**src/rtl/rv32i_alu_pkg.sv**
```systemverilog
`default_nettype none
// ============================================================================
// Module   : rv32i_alu_pkg
// Brief    : Shared widths, op-vector bit indices and FSM encoding for the
//            RV32I ALU sequencer.
// Revision : 1.0 - initial release
// ============================================================================
package rv32i_alu_pkg;

    localparam int XLEN_DEFAULT = 32;
    localparam int NUM_ALU_OPS  = 10;
    localparam int NUM_BR_OPS   = 6;
    localparam int OPV_W        = NUM_ALU_OPS + NUM_BR_OPS;

    // One-hot bit positions inside op_alu_i
    localparam int OP_ADD  = 0;
    localparam int OP_SUB  = 1;
    localparam int OP_SLL  = 2;
    localparam int OP_SLT  = 3;
    localparam int OP_SLTU = 4;
    localparam int OP_XOR  = 5;
    localparam int OP_SRL  = 6;
    localparam int OP_SRA  = 7;
    localparam int OP_OR   = 8;
    localparam int OP_AND  = 9;

    // One-hot bit positions inside op_br_i
    localparam int BR_BEQ  = 0;
    localparam int BR_BNE  = 1;
    localparam int BR_BLT  = 2;
    localparam int BR_BGE  = 3;
    localparam int BR_BLTU = 4;
    localparam int BR_BGEU = 5;

    typedef enum logic [1:0] {
        IDLE  = 2'd0,
        SHIFT = 2'd1,
        DONE  = 2'd2
    } state_t;

    typedef logic [OPV_W-1:0] opv_t;

    // Exactly one bit set: non-zero and clearing the lowest set bit leaves zero
    function automatic logic is_onehot(input opv_t v);
        return (v != '0) && ((v & (v - opv_t'(1))) == '0);
    endfunction

endpackage
`default_nettype wire

```
**src/rtl/rv32i_alu_step.sv**
```systemverilog
`default_nettype none
// ============================================================================
// Module   : rv32i_alu_step
// Brief    : Combinational datapath: single-cycle ALU/branch result and one
//            shift step of up to SHIFT_STEP bits.
// Revision : 1.0 - initial release
// ============================================================================
module rv32i_alu_step
    import rv32i_alu_pkg::*;
#(
    parameter int XLEN       = XLEN_DEFAULT,
    parameter int SHIFT_STEP = 1,
    localparam int STEP_W    = $clog2(SHIFT_STEP + 1)
) (
    input  logic [NUM_ALU_OPS-1:0] op_alu_i,
    input  logic [NUM_BR_OPS-1:0]  op_br_i,
    input  logic [XLEN-1:0]        a_i,
    input  logic [XLEN-1:0]        b_i,
    input  logic [XLEN-1:0]        acc_i,
    input  logic [STEP_W-1:0]      step_amt_i,
    input  logic                   shift_left_i,
    input  logic                   shift_arith_i,
    output logic [XLEN-1:0]        result_o,
    output logic                   br_taken_o,
    output logic [XLEN-1:0]        shift_o
);

    logic [XLEN-1:0] w_sum;
    logic [XLEN-1:0] w_diff;
    logic            w_lt_s;
    logic            w_lt_u;
    logic            w_eq;
    logic            w_is_shift;

    assign w_sum      = a_i + b_i;
    assign w_diff     = a_i - b_i;
    assign w_lt_s     = $signed(a_i) < $signed(b_i);
    assign w_lt_u     = a_i < b_i;
    assign w_eq       = (a_i == b_i);
    assign w_is_shift = op_alu_i[OP_SLL] | op_alu_i[OP_SRL] | op_alu_i[OP_SRA];

    // AND-OR select; a zero-amount shift passes operand A through unchanged
    assign result_o = ({XLEN{op_alu_i[OP_ADD]}}  & w_sum)
                    | ({XLEN{op_alu_i[OP_SUB]}}  & w_diff)
                    | ({XLEN{op_alu_i[OP_SLT]}}  & {{(XLEN-1){1'b0}}, w_lt_s})
                    | ({XLEN{op_alu_i[OP_SLTU]}} & {{(XLEN-1){1'b0}}, w_lt_u})
                    | ({XLEN{op_alu_i[OP_XOR]}}  & (a_i ^ b_i))
                    | ({XLEN{op_alu_i[OP_OR]}}   & (a_i | b_i))
                    | ({XLEN{op_alu_i[OP_AND]}}  & (a_i & b_i))
                    | ({XLEN{w_is_shift}}        & a_i);

    assign br_taken_o = (op_br_i[BR_BEQ]  &  w_eq)
                      | (op_br_i[BR_BNE]  & ~w_eq)
                      | (op_br_i[BR_BLT]  &  w_lt_s)
                      | (op_br_i[BR_BGE]  & ~w_lt_s)
                      | (op_br_i[BR_BLTU] &  w_lt_u)
                      | (op_br_i[BR_BGEU] & ~w_lt_u);

    always_comb begin
        shift_o = acc_i;
        if (shift_left_i) begin
            shift_o = acc_i << step_amt_i;
        end else if (shift_arith_i) begin
            shift_o = $unsigned($signed(acc_i) >>> step_amt_i);
        end else begin
            shift_o = acc_i >> step_amt_i;
        end
    end

endmodule
`default_nettype wire

```
**src/rtl/rv32i_alu_seq.sv**
```systemverilog
`default_nettype none
// ============================================================================
// Module   : rv32i_alu_seq
// Brief    : Multi-cycle ALU/branch sequencer; shifts iterate SHIFT_STEP bits
//            per cycle, everything else completes in one cycle.
// Revision : 1.0 - initial release
// ============================================================================
module rv32i_alu_seq
    import rv32i_alu_pkg::*;
#(
    parameter int XLEN       = XLEN_DEFAULT,
    parameter int SHIFT_STEP = 1
) (
    input  logic                   clk_i,
    input  logic                   rst_ni,
    input  logic                   req_valid_i,
    output logic                   req_ready_o,
    input  logic [NUM_ALU_OPS-1:0] op_alu_i,
    input  logic [NUM_BR_OPS-1:0]  op_br_i,
    input  logic [XLEN-1:0]        a_i,
    input  logic [XLEN-1:0]        b_i,
    output logic                   rsp_valid_o,
    input  logic                   rsp_ready_i,
    output logic [XLEN-1:0]        result_o,
    output logic                   br_taken_o,
    output logic                   err_o,
    output logic                   busy_o
);

    localparam int c_shamt_w   = $clog2(XLEN);
    localparam int c_step_w    = $clog2(SHIFT_STEP + 1);
    localparam int c_step_log2 = $clog2(SHIFT_STEP);
    localparam logic [c_shamt_w-1:0] c_step_sh  = c_shamt_w'(SHIFT_STEP);
    localparam logic [c_step_w-1:0]  c_step_amt = c_step_w'(SHIFT_STEP);

    state_t                r_state;
    logic [c_shamt_w-1:0]  r_cnt;
    logic [c_shamt_w-1:0]  r_rem;
    logic [XLEN-1:0]       r_acc;
    logic                  r_br;
    logic                  r_err;
    logic                  r_shift_left;
    logic                  r_shift_arith;

    state_t                w_state_nxt;
    logic [c_shamt_w-1:0]  w_cnt_nxt;
    logic [c_shamt_w-1:0]  w_rem_nxt;
    logic [XLEN-1:0]       w_acc_nxt;
    logic                  w_br_nxt;
    logic                  w_err_nxt;
    logic                  w_left_nxt;
    logic                  w_arith_nxt;

    logic                  w_onehot;
    logic                  w_is_shift;
    logic [c_shamt_w-1:0]  w_shamt;
    logic [c_shamt_w:0]    w_ceil_sum;
    logic [c_shamt_w-1:0]  w_cnt_init;
    logic [c_step_w-1:0]   w_step_amt;
    logic [XLEN-1:0]       w_alu_result;
    logic                  w_br_taken;
    logic [XLEN-1:0]       w_shift_out;
    logic                  w_done;

    assign w_onehot   = is_onehot({op_alu_i, op_br_i});
    assign w_is_shift = op_alu_i[OP_SLL] | op_alu_i[OP_SRL] | op_alu_i[OP_SRA];
    assign w_shamt    = b_i[c_shamt_w-1:0];
    assign w_ceil_sum = {1'b0, w_shamt} + (c_shamt_w + 1)'(SHIFT_STEP - 1);
    assign w_cnt_init = c_shamt_w'(w_ceil_sum >> c_step_log2);

    // Final step only moves the leftover bits so shamt need not be a STEP multiple
    assign w_step_amt = (r_rem >= c_step_sh) ? c_step_amt : r_rem[c_step_w-1:0];

    rv32i_alu_step #(
        .XLEN       (XLEN),
        .SHIFT_STEP (SHIFT_STEP)
    ) u_step (
        .op_alu_i      (op_alu_i),
        .op_br_i       (op_br_i),
        .a_i           (a_i),
        .b_i           (b_i),
        .acc_i         (r_acc),
        .step_amt_i    (w_step_amt),
        .shift_left_i  (r_shift_left),
        .shift_arith_i (r_shift_arith),
        .result_o      (w_alu_result),
        .br_taken_o    (w_br_taken),
        .shift_o       (w_shift_out)
    );

    always_ff @(posedge clk_i or negedge rst_ni) begin
        if (!rst_ni) begin
            r_state       <= IDLE;
            r_cnt         <= '0;
            r_rem         <= '0;
            r_acc         <= '0;
            r_br          <= 1'b0;
            r_err         <= 1'b0;
            r_shift_left  <= 1'b0;
            r_shift_arith <= 1'b0;
        end else begin
            r_state       <= w_state_nxt;
            r_cnt         <= w_cnt_nxt;
            r_rem         <= w_rem_nxt;
            r_acc         <= w_acc_nxt;
            r_br          <= w_br_nxt;
            r_err         <= w_err_nxt;
            r_shift_left  <= w_left_nxt;
            r_shift_arith <= w_arith_nxt;
        end
    end

    always_comb begin
        w_state_nxt = r_state;
        w_cnt_nxt   = r_cnt;
        w_rem_nxt   = r_rem;
        w_acc_nxt   = r_acc;
        w_br_nxt    = r_br;
        w_err_nxt   = r_err;
        w_left_nxt  = r_shift_left;
        w_arith_nxt = r_shift_arith;
        case (r_state)
            IDLE: begin
                if (req_valid_i) begin
                    w_left_nxt  = op_alu_i[OP_SLL];
                    w_arith_nxt = op_alu_i[OP_SRA];
                    w_err_nxt   = 1'b0;
                    w_br_nxt    = 1'b0;
                    if (!w_onehot) begin
                        w_acc_nxt   = '0;
                        w_err_nxt   = 1'b1;
                        w_state_nxt = DONE;
                    end else if (w_is_shift && (w_shamt != '0)) begin
                        w_acc_nxt   = a_i;
                        w_cnt_nxt   = w_cnt_init;
                        w_rem_nxt   = w_shamt;
                        w_state_nxt = SHIFT;
                    end else begin
                        w_acc_nxt   = w_alu_result;
                        w_br_nxt    = w_br_taken;
                        w_state_nxt = DONE;
                    end
                end
            end
            SHIFT: begin
                w_acc_nxt = w_shift_out;
                w_cnt_nxt = r_cnt - c_shamt_w'(1);
                w_rem_nxt = r_rem - c_shamt_w'(w_step_amt);
                if (r_cnt == c_shamt_w'(1)) begin
                    w_state_nxt = DONE;
                end
            end
            DONE: begin
                if (rsp_ready_i) begin
                    w_state_nxt = IDLE;
                end
            end
            default: begin
                w_state_nxt = IDLE;
            end
        endcase
    end

    assign w_done      = (r_state == DONE);
    assign req_ready_o = (r_state == IDLE);
    assign busy_o      = ~req_ready_o;
    assign rsp_valid_o = w_done;
    assign result_o    = w_done ? r_acc : '0;
    assign br_taken_o  = w_done & r_br;
    assign err_o       = w_done & r_err;

endmodule
`default_nettype wire
```
**config.mk**
```make
export PLATFORM = sky130hd
export DESIGN_NAME = rv32i_alu_seq
export DESIGN_NICKNAME = d
export VERILOG_FILES = /design/src/rtl/rv32i_alu_pkg.sv /design/src/rtl/rv32i_alu_step.sv /design/src/rtl/rv32i_alu_seq.sv
export SDC_FILE = /design/constraint.sdc
export NUM_CORES = 1
export LEC_CHECK = 0
export ABC_CLOCK_PERIOD_IN_PS = 2200
export CAP_MARGIN = 20
export CORE_MARGIN = 1.5
export CORE_UTILIZATION = 55
export DETAILED_ROUTE_END_ITERATION = 7
export PLACE_DENSITY = 0.84
export SETUP_SLACK_MARGIN = 0.5
export SYNTH_ARGS = -nofsm -noshare
export SYNTH_HDL_FRONTEND = slang
export SYNTH_HIERARCHICAL = 1
export SYNTH_SLANG_ARGS = --single-unit
```
**constraint.sdc**
```tcl
create_clock -name clk_i -period 2.2 [get_ports clk_i]
set_input_delay 0.44 -clock clk_i [delete_from_list [all_inputs] [get_ports clk_i]]
set_output_delay 0.44 -clock clk_i [all_outputs]
set_load 0.02 [all_outputs]
```
==> results of run 1 <==
timing repair:
action,CTS
gates cloned,6
hold buffers,0
setup endpoints to repair,85
gates resized for setup,763
setup buffers,89
pin swaps,155
synth_stat cells (15+ instances only):
| master | number | share of area |
|---|---|---|
| and2_1 | 38 | 0.026 |
| mux2i_1 | 68 | 0.075 |
| o211ai_1 | 15 | 0.012 |
| a22oi_1 | 34 | 0.028 |
| a21oi_1 | 105 | 0.058 |
| nor2_1 | 98 | 0.040 |
| ha_1 | 99 | 0.14 |
| o21ai_1 | 17 | 0.0093 |
| nor3_1 | 24 | 0.013 |
| clkbuf_1 | 46 | 0.019 |
| xnor2_1 | 20 | 0.019 |
| o21ai_2 | 20 | 0.019 |
| inv_1 | 113 | 0.047 |
| nand2_1 | 72 | 0.030 |
| nand3_1 | 16 | 0.0088 |
| a221oi_1 | 22 | 0.021 |
| o21ai_0 | 77 | 0.042 |
| dfrtp_1 | 48 | 0.13 |
stage by stage:
step | TNS [ns] | setup slack (ns) | hold slack, ns | cells
4_1_cts | -19.17 | -0.664 | 0.126 | 1894
3_3_place_gp | -49.27 | -1.43 | 0.444 | 1791
3_5_place_dp | -52.33 | -1.52 | 0.444 | 1791
2_1_floorplan | -15.99 | -0.600 | 0.144 | 1220
metal layers:
layer  track usage  GRT overflow
met1         0.757             0
met2         0.927            13
met3         0.621             2
met4         0.749            19
met5         0.239             0
cells by family after synthesis:
kind of cell | synth area share
buf+inv | 0.0973
flops | 0.132
xor+xnor | 0.0231
simple gates | 0.178
fa+ha+maj | 0.141
compound gates | 0.346
mux | 0.0821
==> run metrics, run 1 <==
port bufs=120; gp weighted congestion=0.984; initial core utilization=0.568; sequential-to-total area share from yosys stat=0.132; ys async rst share=1.00; H-tree Lvls=2; Post-Syn Instances=1220; Root Buffer=clkbuf_16; Syn Std Cell Area=9110 µm²; DP Area=12900 µm²; I/O pins=121; flops & latches, synth=48; standard-cell rows=46; Die H=132 µm; Avg Synthesized Cell Area=7.47 µm²; Net Count, Synth=1405; die width=132 µm; number of global-route vias before repair=16788; hpwl dp=26200 µm; Failed at=global routing; CTS buffer count=5; Yosys warnings=6; Error=[ERROR GRT-0116] Global routing finished with congestion. Check the congestion regions in the DRC Viewer.; status=stopped before the end; grt total ovfl=34; Tot GR Track Use=0.760; CTS Buffer Depth=2; clock sinks=48; ys flop type=dfrtp_1; library cells used by synthesis=99; largest net degree at the start of global routing=51; first-pass GRT wire length=102000 µm; Post-synth EDFFs=0
==> inputs of run 2 (changes only) <==
--- a/config.mk
+++ b/config.mk
@@ -8,10 +8,9 @@
 export ABC_CLOCK_PERIOD_IN_PS = 2200
 export CAP_MARGIN = 20
 export CORE_MARGIN = 1.5
-export CORE_UTILIZATION = 55
+export CORE_UTILIZATION = 40
 export DETAILED_ROUTE_END_ITERATION = 7
-export PLACE_DENSITY = 0.84
-export SETUP_SLACK_MARGIN = 0.5
+export PLACE_DENSITY_LB_ADDON = 0.15
 export SYNTH_ARGS = -nofsm -noshare
 export SYNTH_HDL_FRONTEND = slang
 export SYNTH_HIERARCHICAL = 1
==> run 2 against run 1 <==
- the flow now finishes, with violations (setup timing)
- synthesized cell count did not move
- synthesized area stayed put
==> run metrics, run 2 <==
fin util=0.696; ys flop type=dfrtp_1; largest cells by area after synthesis=ha_1 14%, dfrtp_1 13%, mux2i_1 7.5%; CP Launch Type=input pin; Largest register FFs=32; Post-Syn Instances=1220; CTS buffer count=5; min cycle time layout=2.82 ns; Worst path max stage delay=0.30 ns; max_slew headroom=0.676; hpwl dp=26600 µm; antenna cells=0; most frequent CP cell=o21ai_1; CTS tree=done; FF+latch area=1200 µm²; Reg with most FFs=r_acc; worst vdd ir=273 µV; layout cells sized above 1=0.514; Pre-antenna DRT Iters=6; RSZ-0062 raised after global routing=true; Vias=11532; Final Hold Viols=0; Root Buffer=clkbuf_16; commonest non-fill, non-tap cell in the layout=buf_4; CP Class=input pin to flop; biggest registers after layout=r_acc x32, r_cnt x5, r_rem x5; multi-input logic area=8820 µm²; fin. max-slew vios=0; routed wire length=38000 µm; H-tree Lvls=2; Post-synth EDFFs=0; Iter 0 DRT Violations=1033; Yosys warnings=6; Net Count, Synth=1405; top post-synthesis cells by count=113 x inv_1, 105 x a21oi_1, 99 x ha_1, 98 x nor2_1, 77 x o21ai_0; Avg Synthesized Cell Area=7.47 µm²; Tot GR Track Use=0.306; Top Family by Delay on Critical Path=compound AO/OA/AOI/OAI gates; met2 GRT Util=0.528; Area Growth Syn to Fin=71.9%; WL per Instance=19.1 µm; Critical Path RT=2.40 ns; DRC viols=0; fillers=1711; Pwr Total=0.00559 W; port bufs=120; busiest grt layer=met2; hold slack=0.0551 ns; status=finished with violations; kind of end point of the critical path=flop; GRT met1 Usage=0.411; Yosys top cell area share=0.136; number of global-route vias before repair=11050; xor-xnor portion of the synthesized cell area=0.0231; fmax=355 MHz; hold_buf cts=0; Buf/Inv on CP=3; crit-path cells=buf_8, clkinvlp_4, ha_4, a211oi_2, o41a_1, a21oi_2, a31o_4, a31oi_4, o211ai_2, buf_4, nand3b_1, o21ai_1, or3_1, mux2i_1, o21ai_1; clock sinks=48; die area=23700 µm²; Syn Std Cell Area=9110 µm²; failing checks=setup timing; Die H=154 µm; mux cell area share after synthesis=0.0821; Via density=5.78; grt total ovfl=0; ys async rst share=1.00; Worst EP arrival=3.02 ns; gp weighted congestion=0.951; Final Net Count=1893; crit path max fanout=4; setup TNS=-17.01 ns; initial core utilization=0.405; period utilization=1.28; cell accounting for the most synthesized area=ha_1; Layout Skew=0.0120 ns; HP Class=input pin to asynchronous set/reset pin; post-route ant nets=0; Synth Area in Simple Gates=0.178; first-pass GRT wire length=58700 µm; GR Layer Usage met3=0.0262; standard-cell rows=55; CTS clk-pin slew, worst paths=0.08 ns; I/O pins=121; CTS Buffer Depth=2; Synth Area in Adders=0.141; Slew @ Worst Pin=0.483 ns; most frequent cells in the layout=388 x buf_4, 79 x nor2_1, 79 x a21oi_1; flops & latches, synth=48; compound-cell area share of the yosys netlist=0.346; largest family of logic cells by synthesized area=compound AO/OA/AOI/OAI gates; P_leak=7.04 nW; Place WS=-1.45 ns; fin worst setup slack=-0.617 ns; slowest CP cell=or3_1; final setup violation count=45; die width=154 µm; clk_lat worst skew=0.31 ns; sequential-to-total area share from yosys stat=0.132; cell area power density=357 nW/µm²; Core Area=22500 µm²; library cells used by synthesis=99; largest net degree at the start of global routing=43; most common cell in the netlist=inv_1; initial antenna violation count=0; max_cap viols=0
run 2: metrics by stage:
stage / std cells / cell area [µm²]
final: 1994 / 15700
after global routing: 1994 / 15700
after CTS: 1969 / 15200
after detailed placement: 1897 / 13200
after global placement: 1897 / 13200
after floorplan: 1220 / 9360
run 2: worst paths after layout:
check                                 from        end  slack [ns]  cells past startpoint
min in group clk_i                    r_br       r_br        0.51                      1
max in group asynchronous           rst_ni  r_acc[23]        1.61                      2
worst min register to register        r_br       r_br        0.51                      1
worst max register to register  r_state[0]  r_acc[21]       -0.01                      9
worst max-delay path                b_i[1]  r_acc[29]       -0.62                     15
worst min-delay path                rst_ni  r_acc[11]        0.06                      1
run 2: timing repair:
item / CTS / global route
gates cloned: 4 / 0
pin swaps: 163 / 95
resized for setup: 491 / 217
setup endpoints to repair: 81 / 78
setup buffers: 64 / 29
run 2: cell families after synthesis:
| kind of cell | count (synthesis) |
|---|---|
| adder cells (fa/ha/maj) | 102 |
| multiplexers | 74 |
| buffers and inverters | 200 |
| AND/OR/NAND/NOR | 325 |
| XOR/XNOR | 24 |
| AO/OA/AOI/OAI | 447 |
| flip-flops | 48 |
run 2: power breakdown:
part           switching, W  leakage [nW]  internal [W]
clock network      0.000399        0.0944      0.000657
logic               0.00182          6.31       0.00177
registers         0.0000277         0.636      0.000913
total               0.00224          7.04       0.00334
run 2: layout make-up:
type / count / area share
clock buffers: 5 / 0.00799
clock inverters: 3 / 0.00439
inverters: 117 / 0.0296
multi-input cells: 972 / 0.563
flip-flops and latches: 48 / 0.0767
well taps: 285 / 0.0228
repair buffers: 564 / 0.296
run 2: worst reg2reg max path, stage by stage, from the launching register on:
cell and delay (ns):
dfrtp_1 0.39, buf_4 0.15, or2_2 0.33, inv_1 0.16, nand2_1 0.12, or3_4 0.44, buf_12 0.15, buf_8 0.13
buf_16 0.14, o21ai_2 0.13
run 2: per-layer routing:
layer | part of all wire | up-vias
li1 | - | 5457
met1 | 0.43 | 5462
met2 | 0.48 | 521
met3 | 0.066 | 92
met4 | 0.024 | 0
met5 | 0 | -
(Power assumes the default switching activity.)
==> RTL edit: new RTL, config.mk and constraints of run 2 <==
The package constant `NUM_BR_OPS` goes from 6 to 12.
--- a/src/rtl/rv32i_alu_pkg.sv
+++ b/src/rtl/rv32i_alu_pkg.sv
@@ -11,3 +11,3 @@
     localparam int NUM_ALU_OPS  = 10;
-    localparam int NUM_BR_OPS   = 6;
+    localparam int NUM_BR_OPS   = 12;
     localparam int OPV_W        = NUM_ALU_OPS + NUM_BR_OPS;
Interface: changed (resized op_br_i); port bits go from 121 to 127. The function was not compared with the original's and may differ.
==> RTL edit against run 2 <==
The flow finishes with violations (design-rule violations, negative setup slack). Routed wire length is 1.8% higher. Sequential share of layout area hardly changed. Power is 2.7% higher. Clock skew is 0.0013 ns lower. Final cell count is 1.2% lower. Area after synthesis is 1.0% lower. First-iteration DRC count is 1.3% higher. Cell area is 0.47% higher. Sequential cell count stayed put. Setup slack worse by 0.12 ns. Critical path type unchanged. Highest routed layer unchanged.
==> RTL edit: results (changes against run 2) <==
stage	metric	value	unit	change
finish	fillers	1674		was 1711
sta	setup_viol	44		was 45
sta	finalWorstSetupSlack	-0.7393	ns	was -0.6168 ns
detailed_routing	drt_first_pass_iters	7		was 6
power	sequentialPower	987	uW	was 941 uW
run_status	failed_checks	design-rule violations, negative setup slack		was negative setup slack
setup_path	critical_path.reg2reg.endpoint	r_acc[18]$_DFFE_PN0P_		was r_acc[21]$_DFFE_PN0P_
setup_path	timing.rr.start	r_rem[2]$_DFFE_PN0P_		was r_state[0]$_DFFE_PN0P_
global_route	global_route.usage.total	0.3131		was 0.3063
global_route	grt_max_degree	55		was 43
finish	nets	1879		was 1893
placed_design	detailedPlace.worstSlack	-1.527	ns	was -1.453 ns
logic_synthesis	synth_common_cells	115 x sky130_fd_sc_hd__o21ai_0, 109 x sky130_fd_sc_hd__inv_1, 100 x sky130_fd_sc_hd__a21oi_1, 100 x sky130_fd_sc_hd__nor2_1, 99 x sky130_fd_sc_hd__ha_1		was 113 x sky130_fd_sc_hd__inv_1, 105 x sky130_fd_sc_hd__a21oi_1, 99 x sky130_fd_sc_hd__ha_1
global_route	grt_pass1_wl	59.42	mm	was 58.69 mm
setup_path	cp_max_fo	5		was 4
power	p_leak	7.523	nW	was 7.041 nW
setup_path	cpPeakStageDelay	0.34	ns	was 0.30 ns
setup_path	timing.critical_path.arrival	3.13	ns	was 3.02 ns
global_route	first_global_vias	11405		was 11050
logic_synthesis	seq_area_frac_synth	0.1331		was 0.1318
finish	post_route_cells_drive_above_1_share	0.4808		was 0.5138
detailed_routing	detail_route.drc_violations	16		was 0
setup_path	rrSetupSlack	0.10	ns	was -0.01 ns
logic_synthesis	synth_top_cells_by_area	sky130_fd_sc_hd__ha_1 14%, sky130_fd_sc_hd__dfrtp_1 13%, sky130_fd_sc_hd__mux2i_1 7.7%		was sky130_fd_sc_hd__ha_1 14%, sky130_fd_sc_hd__dfrtp_1 13%, sky130_fd_sc_hd__mux2i_1 7.5%
sta	clock-skew-final	0.01072	ns	was 0.01201 ns
run_status	outcome	finished with violations		unchanged
RTL edit: cell types whose count changed after synthesis, sizes merged, moves of 3 or more:
cell            run 2  this run
a21o               13         9
a21oi             109       105
clkbuf             50        53
o22ai               7         4
and2               39         5
a22oi              35        38
and3                1        35
o21ai             114       124
nor4               17        11
a2111oi             5         2
buf                33        30
inv               116       112
nand3              16        24
or3                14         9
RTL edit: through the flow:
| stage | cells | power, mW | instance area [sq um] | setup TNS, ns |
|---|---|---|---|---|
| after CTS | 1948 | 5.444 | 15170 | -16.14 |
| after detailed placement | 1885 | 3.848 | 13180 | -51.20 |
| after global routing | 1969 | 5.998 | 15740 | -21.13 |
| after floorplan | 1217 | 2.519 | 9270 | -10.26 |
| final | 1970 | 5.737 | 15740 | -17.32 |
| after global placement | 1885 | 3.815 | 13180 | -50.03 |
RTL edit: how the worst max path moves through the flow:
stage / to / slack [ns] / cells past startpoint
2_1_floorplan: r_acc[26]$_DFFE_PN0P_ / -0.58 / 13
3_3_place_gp: r_acc[25]$_DFFE_PN0P_ / -1.48 / 15
3_5_place_dp: r_acc[30]$_DFFE_PN0P_ / -1.53 / 17
4_1_cts: r_acc[30]$_DFFE_PN0P_ / -0.67 / 14
5_1_grt: r_acc[26]$_DFFE_PN0P_ / -0.82 / 16
6_report: r_acc[24]$_DFFE_PN0P_ / -0.74 / 19
RTL edit: kinds of logic after synthesis:
group                      count (synthesis)  share of synthesized area
and+or+nand+nor                          320                     0.1771
DFF                                       48                     0.1331
adders and majority gates                102                     0.1429
buffers and inverters                    198                    0.09487
xor gates and xnor gates                  23                    0.02233
AOI/OAI and AO/OA                        450                     0.3444
muxes                                     76                    0.08530
RTL edit: worst max-delay path: cells and delay by family:
kind | cells | cell delay (ns)
AOI/OAI and AO/OA | 6 | 0.82
buffers and inverters | 7 | 0.70
muxes | 1 | 0.32
adders and majority gates | 2 | 0.48
and+or+nand+nor | 3 | 0.36
RTL edit: cell type report:
type	count	area, sq um	share of cell area
clock inverters	3	68.82	0.004372
inverters	115	449.2	0.02854
repair buffers	547	4791	0.3044
diodes	1	2.502	0.0001590
flip-flops and latches	48	1201	0.07631
multi-input cells	971	8752	0.5560
clock buffers	5	125.1	0.007949
well taps	280	350.3	0.02226
RTL edit: timing repair:
item,in CTS,in global routing
cloned,3,0
buffers inserted,57,32
endpoints found under the setup margin,74,78
gates resized for setup,524,158
pin swaps,166,123
RTL edit: routing by layer:
metal | up-vias | GRT usage | part of all wire
met5 | - | 0 | 0
met2 | 557 | 0.5223 | 0.47
met3 | 119 | 0.03601 | 0.070
li1 | 5436 | - | -
met1 | 5587 | 0.4162 | 0.43
met4 | 0 | 0.1130 | 0.032
